$ cat config.mk
export PLATFORM = sky130hd
export DESIGN_NAME = mem_bus_arbiter_flat
export DESIGN_NICKNAME = d
export VERILOG_FILES = /design/src/rtl/mem_bus_arbiter_if.sv /design/src/rtl/mem_bus_arbiter.sv /design/src/flat_wrapper.sv
export SDC_FILE = /design/constraint.sdc
export NUM_CORES = 1
export LEC_CHECK = 0
export ABC_CLOCK_PERIOD_IN_PS = 2700
export BUFFER_PORTS_ARGS = -buffer_cell sky130_fd_sc_hd__buf_2
export CAP_MARGIN = 40
export CORE_AREA = 2 2 116 118
export DETAILED_ROUTE_END_ITERATION = 8
export DIE_AREA = 0 0 118 120
export PLACE_DENSITY = 0.63
export SKIP_CTS_REPAIR_TIMING = 1
export SLEW_MARGIN = 20
export SYNTH_ARGS = -nofsm -noshare
export SYNTH_HDL_FRONTEND = slang
export SYNTH_SLANG_ARGS = --single-unit
$ cat constraint.sdc
create_clock -name sys_clk -period 2.7 [get_ports sys_clk]
set_clock_uncertainty 0.15 [all_clocks]
set_input_delay 0.27 -clock sys_clk [delete_from_list [all_inputs] [get_ports sys_clk]]
set_output_delay 0.27 -clock sys_clk [all_outputs]
set_load 0.05 [all_outputs]
$ cat src/rtl/mem_bus_arbiter_if.sv
// ---------------------------------------------------------------------------
// mem_bus_arbiter_if
// Purpose : bundles the two master request channels and the nvm_mem side of
//           the shared-memory arbiter into one interface.
// Signals : m0_* / m1_*  req, we, addr, wdata (master -> arbiter),
//                        gnt, rdata, rvalid (arbiter -> master)
//           mem_*        wr_en, addr, data_in (arbiter -> nvm_mem),
//                        data_out (nvm_mem -> arbiter)
//           arb_owner    master owning the bus while any gnt is high
// Modports: slave  - the arbiter side
//           master - the environment side (masters plus memory)
// ---------------------------------------------------------------------------
interface mem_bus_arbiter_if #(
    parameter int ADDR_WIDTH = 32,
    parameter int DATA_WIDTH = 32
);
    logic                  m0_req;
    logic                  m0_we;
    logic [ADDR_WIDTH-1:0] m0_addr;
    logic [DATA_WIDTH-1:0] m0_wdata;
    logic                  m0_gnt;
    logic [DATA_WIDTH-1:0] m0_rdata;
    logic                  m0_rvalid;

    logic                  m1_req;
    logic                  m1_we;
    logic [ADDR_WIDTH-1:0] m1_addr;
    logic [DATA_WIDTH-1:0] m1_wdata;
    logic                  m1_gnt;
    logic [DATA_WIDTH-1:0] m1_rdata;
    logic                  m1_rvalid;

    logic                  mem_wr_en;
    logic [ADDR_WIDTH-1:0] mem_addr;
    logic [DATA_WIDTH-1:0] mem_data_in;
    logic [DATA_WIDTH-1:0] mem_data_out;
    logic                  arb_owner;

    modport slave (
        input  m0_req, m0_we, m0_addr, m0_wdata,
        input  m1_req, m1_we, m1_addr, m1_wdata,
        input  mem_data_out,
        output m0_gnt, m0_rdata, m0_rvalid,
        output m1_gnt, m1_rdata, m1_rvalid,
        output mem_wr_en, mem_addr, mem_data_in, arb_owner
    );

    modport master (
        output m0_req, m0_we, m0_addr, m0_wdata,
        output m1_req, m1_we, m1_addr, m1_wdata,
        output mem_data_out,
        input  m0_gnt, m0_rdata, m0_rvalid,
        input  m1_gnt, m1_rdata, m1_rvalid,
        input  mem_wr_en, mem_addr, mem_data_in, arb_owner
    );
endinterface

$ cat src/rtl/mem_bus_arbiter.sv
// ---------------------------------------------------------------------------
// mem_bus_arbiter
// Purpose : shares the single-port nvm_mem between master M0 (cpu) and
//           master M1 (boot loader / DMA). Single-beat req/gnt handshake,
//           round-robin arbitration with bursts bounded to MAX_BURST beats
//           while the other master is waiting.
// Ports   : sys_clk  - system clock, rising edge
//           sys_rst  - synchronous active-high reset; also gates gnt and
//                      mem_wr_en low in the cycle it is asserted
//           bus      - mem_bus_arbiter_if.slave (master channels + nvm_mem)
//           stat_gnt0/stat_gnt1/stat_conflict - 32-bit event counters,
//                      present only when MEM_ARB_STATS_EN is defined
// Options : `define MEM_ARB_STATS_EN to add the statistics counters.
// ---------------------------------------------------------------------------
module mem_bus_arbiter #(
    parameter int ADDR_WIDTH = 32,
    parameter int DATA_WIDTH = 32,
    parameter int MAX_BURST  = 4
) (
    input  logic               sys_clk,
    input  logic               sys_rst,
    mem_bus_arbiter_if.slave   bus
`ifdef MEM_ARB_STATS_EN
    ,
    output logic [31:0]        stat_gnt0,
    output logic [31:0]        stat_gnt1,
    output logic [31:0]        stat_conflict
`endif
);

    typedef enum logic [1:0] {
        IDLE = 2'd0,
        GNT0 = 2'd1,
        GNT1 = 2'd2
    } state_e;

    // One extra bit of headroom keeps the width legal for MAX_BURST == 1.
    localparam int               CNT_W     = $clog2(MAX_BURST + 1);
    localparam logic [CNT_W-1:0] BURST_LIM = CNT_W'(MAX_BURST - 1);

    state_e                  state_q, state_d;
    logic                    last_q, last_d;
    logic [CNT_W-1:0]        burst_cnt_q, burst_cnt_d;
    logic [DATA_WIDTH-1:0]   m0_rdata_q, m0_rdata_d;
    logic [DATA_WIDTH-1:0]   m1_rdata_q, m1_rdata_d;
    logic                    m0_rvalid_q, m0_rvalid_d;
    logic                    m1_rvalid_q, m1_rvalid_d;

    logic                    m0_gnt_s;
    logic                    m1_gnt_s;
    logic                    mem_wr_en_s;
    logic [ADDR_WIDTH-1:0]   mem_addr_s;
    logic [DATA_WIDTH-1:0]   mem_data_in_s;
    logic                    arb_owner_s;

    // Next-state selection: round robin on a tie from IDLE, bounded burst under contention.
    always_comb begin
        state_d = IDLE;
        if (bus.m0_req && bus.m1_req) begin
            case (state_q)
                GNT0:    state_d = (burst_cnt_q < BURST_LIM) ? GNT0 : GNT1;
                GNT1:    state_d = (burst_cnt_q < BURST_LIM) ? GNT1 : GNT0;
                default: state_d = last_q ? GNT0 : GNT1;
            endcase
        end else if (bus.m0_req) begin
            state_d = GNT0;
        end else if (bus.m1_req) begin
            state_d = GNT1;
        end else begin
            state_d = IDLE;
        end
    end

    // Burst counter and last-owner tracking; the counter saturates when the owner runs unopposed.
    always_comb begin
        burst_cnt_d = '0;
        if ((state_d != IDLE) && (state_d == state_q)) begin
            if (burst_cnt_q < BURST_LIM) begin
                burst_cnt_d = burst_cnt_q + CNT_W'(1'b1);
            end else begin
                burst_cnt_d = burst_cnt_q;
            end
        end else begin
            burst_cnt_d = '0;
        end

        case (state_q)
            GNT0:    last_d = 1'b0;
            GNT1:    last_d = 1'b1;
            default: last_d = last_q;
        endcase
    end

    // Grant and memory-side decode; sys_rst blocks any grant or write in the cycle it is seen.
    always_comb begin
        m0_gnt_s      = 1'b0;
        m1_gnt_s      = 1'b0;
        mem_wr_en_s   = 1'b0;
        mem_addr_s    = '0;
        mem_data_in_s = '0;
        arb_owner_s   = 1'b0;
        case (state_q)
            GNT0: begin
                m0_gnt_s      = ~sys_rst;
                mem_wr_en_s   = bus.m0_we & ~sys_rst;
                mem_addr_s    = bus.m0_addr;
                mem_data_in_s = bus.m0_wdata;
                arb_owner_s   = 1'b0;
            end
            GNT1: begin
                m1_gnt_s      = ~sys_rst;
                mem_wr_en_s   = bus.m1_we & ~sys_rst;
                mem_addr_s    = bus.m1_addr;
                mem_data_in_s = bus.m1_wdata;
                arb_owner_s   = 1'b1;
            end
            default: begin
                m0_gnt_s = 1'b0;
                m1_gnt_s = 1'b0;
            end
        endcase
    end

    // Read return path: capture memory data at the end of a read grant, pulse rvalid next cycle.
    always_comb begin
        m0_rvalid_d = m0_gnt_s & ~bus.m0_we;
        m1_rvalid_d = m1_gnt_s & ~bus.m1_we;
        m0_rdata_d  = m0_rvalid_d ? bus.mem_data_out : m0_rdata_q;
        m1_rdata_d  = m1_rvalid_d ? bus.mem_data_out : m1_rdata_q;
    end

    // State and return-path registers.
    always_ff @(posedge sys_clk) begin
        if (sys_rst) begin
            state_q     <= IDLE;
            last_q      <= 1'b1;
            burst_cnt_q <= '0;
            m0_rdata_q  <= '0;
            m1_rdata_q  <= '0;
            m0_rvalid_q <= 1'b0;
            m1_rvalid_q <= 1'b0;
        end else begin
            state_q     <= state_d;
            last_q      <= last_d;
            burst_cnt_q <= burst_cnt_d;
            m0_rdata_q  <= m0_rdata_d;
            m1_rdata_q  <= m1_rdata_d;
            m0_rvalid_q <= m0_rvalid_d;
            m1_rvalid_q <= m1_rvalid_d;
        end
    end

    assign bus.m0_gnt      = m0_gnt_s;
    assign bus.m1_gnt      = m1_gnt_s;
    assign bus.m0_rdata    = m0_rdata_q;
    assign bus.m1_rdata    = m1_rdata_q;
    assign bus.m0_rvalid   = m0_rvalid_q;
    assign bus.m1_rvalid   = m1_rvalid_q;
    assign bus.mem_wr_en   = mem_wr_en_s;
    assign bus.mem_addr    = mem_addr_s;
    assign bus.mem_data_in = mem_data_in_s;
    assign bus.arb_owner   = arb_owner_s;

`ifdef MEM_ARB_STATS_EN
    logic [31:0] stat_gnt0_q, stat_gnt0_d;
    logic [31:0] stat_gnt1_q, stat_gnt1_d;
    logic [31:0] stat_conflict_q, stat_conflict_d;
    logic        conflict_s;

    // Counter updates; a conflict is a waiting requester while the other master holds the grant.
    always_comb begin
        conflict_s      = (m0_gnt_s & bus.m1_req) | (m1_gnt_s & bus.m0_req);
        stat_gnt0_d     = stat_gnt0_q + {31'd0, m0_gnt_s};
        stat_gnt1_d     = stat_gnt1_q + {31'd0, m1_gnt_s};
        stat_conflict_d = stat_conflict_q + {31'd0, conflict_s};
    end

    // Statistics registers, wrapping naturally at 2^32.
    always_ff @(posedge sys_clk) begin
        if (sys_rst) begin
            stat_gnt0_q     <= 32'd0;
            stat_gnt1_q     <= 32'd0;
            stat_conflict_q <= 32'd0;
        end else begin
            stat_gnt0_q     <= stat_gnt0_d;
            stat_gnt1_q     <= stat_gnt1_d;
            stat_conflict_q <= stat_conflict_d;
        end
    end

    assign stat_gnt0     = stat_gnt0_q;
    assign stat_gnt1     = stat_gnt1_q;
    assign stat_conflict = stat_conflict_q;
`endif

endmodule
$ cat src/flat_wrapper.sv
// flat-port wrapper written by rule: the top's interface ports become plain ports
module mem_bus_arbiter_flat 
#(
    parameter int ADDR_WIDTH = 32,
    parameter int DATA_WIDTH = 32,
    parameter int MAX_BURST  = 4
)
  (sys_clk, sys_rst, bus_m0_req, bus_m0_we, bus_m0_addr, bus_m0_wdata, bus_m1_req, bus_m1_we, bus_m1_addr, bus_m1_wdata, bus_mem_data_out, bus_m0_gnt, bus_m0_rdata, bus_m0_rvalid, bus_m1_gnt, bus_m1_rdata, bus_m1_rvalid, bus_mem_wr_en, bus_mem_addr, bus_mem_data_in, bus_arb_owner);
  mem_bus_arbiter_if #(.ADDR_WIDTH(ADDR_WIDTH), .DATA_WIDTH(DATA_WIDTH)) bus_i ();
  input  logic sys_clk;
  input  logic sys_rst;
  input wire logic [$bits(bus_i.m0_req)-1:0] bus_m0_req;
  input wire logic [$bits(bus_i.m0_we)-1:0] bus_m0_we;
  input wire logic [$bits(bus_i.m0_addr)-1:0] bus_m0_addr;
  input wire logic [$bits(bus_i.m0_wdata)-1:0] bus_m0_wdata;
  input wire logic [$bits(bus_i.m1_req)-1:0] bus_m1_req;
  input wire logic [$bits(bus_i.m1_we)-1:0] bus_m1_we;
  input wire logic [$bits(bus_i.m1_addr)-1:0] bus_m1_addr;
  input wire logic [$bits(bus_i.m1_wdata)-1:0] bus_m1_wdata;
  input wire logic [$bits(bus_i.mem_data_out)-1:0] bus_mem_data_out;
  output wire logic [$bits(bus_i.m0_gnt)-1:0] bus_m0_gnt;
  output wire logic [$bits(bus_i.m0_rdata)-1:0] bus_m0_rdata;
  output wire logic [$bits(bus_i.m0_rvalid)-1:0] bus_m0_rvalid;
  output wire logic [$bits(bus_i.m1_gnt)-1:0] bus_m1_gnt;
  output wire logic [$bits(bus_i.m1_rdata)-1:0] bus_m1_rdata;
  output wire logic [$bits(bus_i.m1_rvalid)-1:0] bus_m1_rvalid;
  output wire logic [$bits(bus_i.mem_wr_en)-1:0] bus_mem_wr_en;
  output wire logic [$bits(bus_i.mem_addr)-1:0] bus_mem_addr;
  output wire logic [$bits(bus_i.mem_data_in)-1:0] bus_mem_data_in;
  output wire logic [$bits(bus_i.arb_owner)-1:0] bus_arb_owner;
  assign bus_i.m0_req = bus_m0_req;
  assign bus_i.m0_we = bus_m0_we;
  assign bus_i.m0_addr = bus_m0_addr;
  assign bus_i.m0_wdata = bus_m0_wdata;
  assign bus_i.m1_req = bus_m1_req;
  assign bus_i.m1_we = bus_m1_we;
  assign bus_i.m1_addr = bus_m1_addr;
  assign bus_i.m1_wdata = bus_m1_wdata;
  assign bus_i.mem_data_out = bus_mem_data_out;
  assign bus_m0_gnt = bus_i.m0_gnt;
  assign bus_m0_rdata = bus_i.m0_rdata;
  assign bus_m0_rvalid = bus_i.m0_rvalid;
  assign bus_m1_gnt = bus_i.m1_gnt;
  assign bus_m1_rdata = bus_i.m1_rdata;
  assign bus_m1_rvalid = bus_i.m1_rvalid;
  assign bus_mem_wr_en = bus_i.mem_wr_en;
  assign bus_mem_addr = bus_i.mem_addr;
  assign bus_mem_data_in = bus_i.mem_data_in;
  assign bus_arb_owner = bus_i.arb_owner;
  mem_bus_arbiter #(.ADDR_WIDTH(ADDR_WIDTH), .DATA_WIDTH(DATA_WIDTH), .MAX_BURST(MAX_BURST)) u_core (.sys_clk(sys_clk), .sys_rst(sys_rst), .bus(bus_i));
endmodule
==> metrics.cfg, run 1 <==
[synth]
ys_warn_count = 0
syn_area_mm2 = 0.00338
synth_area_leader_cell = dfxtp_1
yosysUniqueCellTypes = 30
syn_nets = 582
synth_area_leaders = dfxtp_1 43%, a22o_1 17%, nand2_1 11%
yosysSeqAreaShare = 0.426
synth_cells = 413
syn_area_per_cell_um2 = 8.19
netlist.area_leader.share = 0.426
synth-seq-cells = 72

[final_layout]
area_growth_pct = 62.6
final_layout_size_suffix_gt1_frac = 0.480
finalNetCount = 869
mostFrequentLayoutCells = 294 x buf_2, 99 x nand2_1, 72 x dfxtp_1
final_area_mm2 = 0.00550
final_common_cell = buf_2
fin_util = 0.423

[worst_setup_path]
worst_setup_path_end_kind = output pin
crit_required_ps = 2280
worstPathMaxFanout = 27
worst_path_largest_cell_delay_ps = 410
cp_cell_sequence = inv_1 > ha_2 > nor2b_4 > buf_12 > a22o_1 > buf_2
criticalPathCategory = reg -> out
crit_arrival_ps = 2190
cpMaxStageDelayCell = dfxtp_1
crit_path_start_kind = flip-flop

[clocking]
cts_tree = done
root_buffer = clkbuf_16
clkLatencyLatePin_ps = 330
cts.clk_slew.worst_paths_ps = 60
clock-sinks = 72
clock_path_buffers = 2
numCtsBuffers = 9
cts.htree.levels = 3

[drt]
drt-pass1-iter-count = 4
num_vias = 4216
drc = 0
drtIter0Drc = 376
ant_nets = 0
viasPerCell = 4.76
route.met2.wl_um = 7610
highest_layer = met5
routed_wl_um = 17800
m1WireLength_um = 7690
wl_met3_um = 2070
wl_per_cell_um = 20.1

[die]
rows = 42
fp.dieW_um = 118
start_util = 0.260
die_y_um = 120
die-area_mm2 = 0.0142
coreArea_mm2 = 0.0130
pin_count = 300

[sta]
relSlewSlack = 0.618
hold_viol = 4
fin_crit_sh = 0.968
max_freq_mhz = 383
slew_violations = 0
hold_ws_ps = -2.24
setup_tns_ps = 0
tightest_slew_ps = 574
fin_crit_ps = 2610
finalSetupViolations = 0
rsz0062_at_grt = false

[global_route]
antenna_found_initial = 12
grt.total_usage = 0.239
grt_overflow = 0
grt_pass1_wl_um = 24600
grt_max_degree = 66
grt_pass1_vias = 3841

[placed_design]
postPlaceCellArea_mm2 = 0.00508
dp_hpwl_um = 14100
gp_congestion = 0.877
portBuffers = 299

[worst_hold_path]
hp-class = in -> reg

[power]
max-vdd-ir-drop_mv = 0.411
p_per_area_mw_per_mm2 = 583
leakage_nw = 2.75
p_total_mw = 3.20

[run]
maxCapViolCount = 0

[run_status]
run_status = finished with violations
violations = negative hold slack

## synthesized netlist by cell type
library cell,n
nor4bb_1,1
a22o_1,64
mux2i_1,3
inv_1,5
a21o_1,1
a2111oi_1,1
o21ai_0,5
a211o_1,2
nor2b_1,8
a21oi_1,34
ha_1,3
a221oi_2,1
nand2_1,99
dfxtp_1,72
nand2b_1,33
a211oi_1,2
nor3_1,1
nand3_1,2
a21boi_0,1
a211oi_2,1
nand3b_1,2
nor3b_1,1
clkbuf_1,11
buf_1,7
nor2_1,3
o21ai_1,29
or2_2,1
buf_2,18
o211ai_1,1
or3b_1,1
## per-layer routing
metal | track usage | vias up
li1 | - | 2018
met1 | 0.306 | 1921
met4 | 0.0851 | 6
met2 | 0.348 | 247
met5 | 0 | -
met3 | 0.116 | 24
## worst max-delay path, delay by kind of cell (launching register included)
kind / cells / cell delay, ps
buffers and inverters: 3 / 580
AND/OR/NAND/NOR: 1 / 240
adder cells (fa/ha/maj): 1 / 380
flip-flops: 1 / 410
AO/OA/AOI/OAI: 1 / 240
## power by group
part / internal [mW] / switching, mW
registers: 1.10 / 0.0242
logic: 0.251 / 0.536
clock network: 0.828 / 0.463
total: 2.18 / 1.02
## stage by stage
step,std cells,setup WS (ps)
floorplan,413,103
global placement,862,280
detailed placement,862,270
CTS,877,-102
global route,881,29.6
finish,886,87.5
## sequential cells by signal, indices dropped and copies added (netlist names)
name,flops
u_core.bus.m0_rdata,32
u_core.bus.m1_rdata,32
u_core.burst_cnt_q,3
u_core.state_q,2
u_core.bus.m0_rvalid,1
u_core.bus.m1_rvalid,1
u_core.last_q,1
## final timing paths
path	endpoint	startpoint	slack, ps	depth (start not counted)
worst max-delay path	bus_mem_data_in[6]	u_core.state_q[0]	90	6
worst min-delay path	u_core.bus.m0_rdata[2]	bus_mem_data_out[2]	-2	3
worst max register to register	u_core.burst_cnt_q[0]	u_core.state_q[0]	590	6
worst min register to register	u_core.bus.m1_rdata[1]	u_core.bus.m1_rdata[1]	300	2
## logic make-up (layout without fill, tap and decap cells)
group	count (synthesis)	after routing	synth area share
muxes	3	3	0.00888
other	0	6	0
AOI/OAI and AO/OA	142	142	0.294
DFF	72	72	0.426
and+or+nand+nor	152	152	0.208
adders and majority gates	3	3	0.0111
buffers and inverters	41	332	0.0522
## area by class of cell
cell class              count  area (µm²)
fillers                  1338        7480
multi-input cells         300        1800
repair buffers            312        1680
flip-flops and latches     72        1440
clock buffers              10         239
well taps                 176         220
clock inverters             5        81.3
inverters                   5        18.8
diodes                      6        15.0
(Power assumes the default switching activity.)
==> run 2, diff against run 1 <==
==> constraint.sdc (replaced) <==
create_clock -name sys_clk -period 2.7 [get_ports sys_clk]
set_clock_uncertainty 0.15 [all_clocks]
set_input_delay 0.54 -clock sys_clk [delete_from_list [all_inputs] [get_ports sys_clk]]
set_output_delay 0.54 -clock sys_clk [all_outputs]
set_load 0.05 [all_outputs]
==> metrics.cfg, run 2 (synthesis gave the netlist of run 1 again) <==
[run_status]
run_status = finished, final reports clean

[final_layout]
final_area_mm2 = 0.00573  ; +4.3%
nFillCells = 1350  ; +0.90%
final_layout_size_suffix_gt1_frac = 0.487  ; +0.00725
area_growth_pct = 69.5
fin_cells = 889  ; +0.34%
fin_util = 0.441  ; +0.0180
final_common_cell = buf_2
mostFrequentLayoutCells = 246 x buf_2, 99 x nand2_1, 70 x dfxtp_1
finalNetCount = 877  ; +0.92%

[worst_setup_path]
reg2reg_from = u_core.state_q[0]
rr_worst_depth = 7  ; +1
crit_buf_inv = 4  ; +1
cp_cell_sequence = inv_1 > ha_2 > nor2b_4 > buf_12 > buf_8 > a22o_1 > buf_4
worst_setup_path_end_kind = output pin
cpMaxStageDelayCell = dfxtp_2
crit_required_ps = 2010  ; -270 ps
worst_path_largest_cell_delay_ps = 360  ; -50 ps
crit_arrival_ps = 1950  ; -240 ps
worstPathMaxFanout = 16  ; -41%
criticalPathCategory = reg -> out
r2r-end = u_core.burst_cnt_q[1]
reg2reg_slack_ps = 560  ; -30 ps
path_delay_family = buffers and inverters
crit_path_start_kind = flip-flop

[worst_hold_path]
min_to = u_core.bus.m1_rvalid
hold_depth = 2  ; -1
min-delay-start = bus_m1_we
hp-class = in -> reg

[placed_design]
dp_slack_ps = 251  ; -19.4 ps
gp_congestion = 0.855  ; -2.6%
placed_cells = 862  ; unchanged
portBuffers = 299  ; unchanged
dp_hpwl_um = 11100  ; -21%
postPlaceCellArea_mm2 = 0.00510  ; +0.44%

[sta]
fin_crit_ps = 2640  ; +29.5 ps
max_freq_mhz = 379  ; -1.1%
slew_violations = 0  ; unchanged
finalSetupViolations = 0  ; unchanged
relSlewSlack = 0.692  ; +0.0745
fin_crit_sh = 0.979  ; +0.0109
setup_tns_ps = 0  ; unchanged
hold_ws_ps = 268  ; +270 ps
tightest_slew_ps = 461  ; -113 ps
hold_viol = 0  ; -4
fin_ws_ps = 58.0  ; -29.5 ps

[die]
rows = 42  ; unchanged
coreArea_mm2 = 0.0130  ; unchanged
pin_count = 300  ; unchanged
fp.dieW_um = 118  ; unchanged
die_y_um = 120  ; unchanged
die-area_mm2 = 0.0142  ; unchanged
start_util = 0.260  ; unchanged

[drt]
viasPerCell = 4.74  ; -0.38%
drtIter0Drc = 286  ; -24%
ant_nets = 0  ; unchanged
drc = 0  ; unchanged
num_vias = 4214  ; -0.047%
wl_per_cell_um = 17.7  ; -12%
routed_wl_um = 15800  ; -11%
drt-pass1-iter-count = 4  ; unchanged

[global_route]
grt_max_degree = 66  ; unchanged
grt_pass1_wl_um = 21100  ; -14%
grt.total_usage = 0.191  ; -0.0483
antenna_found_initial = 1  ; -11
grt_overflow = 0  ; unchanged
grt_pass1_vias = 3734  ; -2.8%

[clocking]
cts.clk_slew.worst_paths_ps = 60  ; about the same
cts.htree.levels = 3  ; unchanged
clkLatencyLatePin_ps = 320  ; about the same
root_buffer = clkbuf_16
clock_path_buffers = 2  ; unchanged
clock-sinks = 72  ; unchanged
cts_tree = done
numCtsBuffers = 9  ; unchanged

[power]
leakage_nw = 2.78  ; +1.2%
p_total_mw = 3.04  ; -5.0%
max-vdd-ir-drop_mv = 0.319  ; -23%
p_per_area_mw_per_mm2 = 531  ; -8.9%

[run]
maxCapViolCount = 0  ; unchanged

==> run 2: cell count changes in the layout (fill, tap and decap cells not counted), moves of 3 or more <==
cell,delta
buf_12,+3
buf_2,-48
buf_4,+14
buf_6,+3
clkbuf_4,+32
diode_2,-5
==> run 2: how the worst max path moves through the flow <==
stage	from	end	slack, ps	cells after the start
detailed placement	u_core.state_q[0]	bus_mem_addr[12]	250	6
floorplan	u_core.state_q[1]	bus_mem_addr[0]	9	5
CTS	u_core.state_q[0]	bus_mem_addr[12]	-100	6
global route	u_core.state_q[0]	bus_mem_data_in[1]	-7	7
global placement	u_core.state_q[0]	bus_mem_addr[22]	270	6
finish	u_core.state_q[0]	bus_mem_data_in[18]	60	7
==> run 2: per-layer routing <==
| layer | vias up | share of wire | track usage |
|---|---|---|---|
| li1 | 2032 | - | - |
| met1 | 1948 | 0.41 | 0.240 |
| met2 | 218 | 0.49 | 0.314 |
| met3 | 16 | 0.091 | 0.0637 |
| met4 | 0 | 0.011 | 0.0505 |
| met5 | - | 0 | 0 |
==> run 2: power by group <==
part | internal (mW) | switching [mW]
Combinational | 0.290 | 0.526
Clock | 0.664 | 0.438
Sequential | 1.10 | 0.0241
==> run 2: final cells by class <==
class / instances / area [µm²] / share of cell area
sequential: 72 / 1440 / 0.252
timing repair buffer: 320 / 1960 / 0.342
inverter: 5 / 18.8 / 0.00328
clock buffer: 12 / 256 / 0.0448
antenna: 1 / 2.50 / 0.000437
clock inverter: 3 / 17.5 / 0.00306
multi-input combinational: 300 / 1810 / 0.316
tap: 176 / 220 / 0.0384
==> run 2: worst register-to-register path, cell delays in order (launching register included) <==
cell and delay (ps):
dfxtp_2 360, inv_1 60, ha_2 320, buf_4 180, a2111oi_1 440, a221oi_2 90, mux2i_1 330, a211oi_2 80
==> run 3, diff against run 2 <==
RECOVER_POWER = 50   (was unset)
==> metrics.cfg, run 3 (synthesis gave the netlist of run 1 again) <==
[final_layout]
final_common_cell = buf_2
finalNetCount = 877  ; unchanged
nFillCells = 1387  ; +2.7%
final_layout_size_suffix_gt1_frac = 0.389  ; -0.0983
final_area_mm2 = 0.00563  ; -1.7%
area.sequential_mm2 = 0.00144  ; unchanged
multiInputGateArea_mm2 = 0.00180  ; -0.55%
mostFrequentLayoutCells = 180 x buf_2, 99 x nand2_1, 70 x dfxtp_1
area_growth_pct = 66.6

[power]
p_per_area_mw_per_mm2 = 538  ; +1.4%
power.share.sequential = 0.372  ; +0.002
swShare = 0.326  ; +0.00141
p_total_mw = 3.03  ; -0.36%
netSwitchingPower_uw = 989  ; about the same
p_int_mw = 2.04  ; -0.57%
max-vdd-ir-drop_mv = 0.316  ; -0.88%
combPwrFrac = 0.265  ; -0.003
p_clk_frac = 0.364  ; +0.002
leakage_nw = 2.48  ; -11%

[placed_design]
portBuffers = 299  ; unchanged
postPlaceCellArea_mm2 = 0.00510  ; unchanged
dp_slack_ps = 251  ; unchanged
gp_congestion = 0.855  ; unchanged
dp_hpwl_um = 11100  ; unchanged

[global_route]
grt_overflow = 0  ; unchanged
grt_max_degree = 66  ; unchanged
grt.total_usage = 0.191  ; unchanged
grt_pass1_wl_um = 21100  ; unchanged
antenna_found_initial = 1  ; unchanged
grt_pass1_vias = 3734  ; unchanged

[sta]
fin_ws_ps = 63.1  ; +5.12 ps
tightest_slew_ps = 760  ; +299 ps
max_freq_mhz = 379  ; +0.19%
slew_violations = 0  ; unchanged
finalSetupViolations = 0  ; unchanged
relSlewSlack = 0.494  ; -0.199
fin_crit_ps = 2640  ; -5.12 ps
hold_viol = 0  ; unchanged
fin_crit_sh = 0.977  ; -0.00190

[clocking]
root_buffer = clkbuf_16
cts.clk_slew.worst_paths_ps = 60  ; about the same
numCtsBuffers = 9  ; unchanged
cts.htree.levels = 3  ; unchanged
clock-sinks = 72  ; unchanged
clkLatencyLatePin_ps = 330  ; about the same
clock_path_buffers = 2  ; unchanged
cts_tree = done

[die]
start_util = 0.260  ; unchanged
die-area_mm2 = 0.0142  ; unchanged
coreArea_mm2 = 0.0130  ; unchanged
pin_count = 300  ; unchanged
fp.dieW_um = 118  ; unchanged
die_y_um = 120  ; unchanged
rows = 42  ; unchanged

[drt]
ant_nets = 0  ; unchanged
num_vias = 4166  ; -1.1%
drt-pass1-iter-count = 4  ; unchanged
routed_wl_um = 15700  ; -0.27%
wl_per_cell_um = 17.7  ; -0.49%
drtIter0Drc = 292  ; +2.1%
viasPerCell = 4.68  ; -1.4%
drc = 0  ; unchanged

[worst_setup_path]
crit_path_start_kind = flip-flop
crit_arrival_ps = 1950  ; about the same
crit_required_ps = 2010  ; about the same
criticalPathCategory = reg -> out
worstPathMaxFanout = 16  ; unchanged
worst_setup_path_end_kind = output pin

[run_status]
run_status = finished, final reports clean

[run]
maxCapViolCount = 0  ; unchanged

[worst_hold_path]
hp-class = in -> reg

-- run 3: cell types whose count changed in the layout (fill, tap and decap cells not counted), sizes merged --
cell and change:
clkbuf +69, buf -69, diode +2
-- run 3: final timing paths --
path                                         startpoint                 endpoint  slack [ps]  cells after the start
worst max-delay path                  u_core.state_q[0]      bus_mem_data_in[18]          60                      7
worst min-delay path                          bus_m1_we     u_core.bus.m1_rvalid         250                      2
worst max register to register        u_core.state_q[0]  u_core.bus.m1_rdata[12]         560                      7
worst min register to register  u_core.bus.m1_rdata[13]  u_core.bus.m1_rdata[13]         300                      2
-- run 3: layout make-up --
type	instances	share of cell area
inverter	5	0.00333
multi-input combinational	300	0.320
clock inverter	3	0.00311
tap	176	0.0391
timing repair buffer	320	0.331
clock buffer	12	0.0455
sequential	72	0.256
antenna	3	0.00133
-- run 3: worst max-delay path: stages, from the launching register on --
cell and delay, ps:
dfxtp_2 360, inv_1 60, ha_2 320, nor2b_4 180, buf_12 150, buf_8 180, a22o_1 170, buf_4 190
-- run 3: layer usage --
layer  global-route usage  up-vias  part of all wire
li1                     -     2036                 -
met1                0.240     1912              0.41
met2                0.314      202              0.49
met3               0.0637       16             0.092
met4               0.0505        0             0.012
met5                    0        -                 0
-- run 3: power groups by stage --
stage                     Combinational, mW  Clock (mW)  Sequential, mW
final                                 0.802        1.10            1.13
after detailed placement              0.751           0            1.15
after global routing                  0.844        1.18            1.13
after CTS                             0.754        1.13            1.13
after global placement                0.754           0            1.15
after floorplan                       0.367           0            1.26
-- run 3: stage by stage --
| stage | util | hold slack [ps] | setup TNS [ps] | std cells |
|---|---|---|---|---|
| after detailed placement | 0.393 | 295 | 0 | 862 |
| after global placement | 0.393 | 289 | 0 | 862 |
| after CTS | 0.414 | 255 | -3650 | 877 |
| after global routing | 0.433 | 261 | -9.36 | 888 |
| after floorplan | - | 341 | 0 | 413 |
| final | 0.434 | 254 | 0 | 891 |
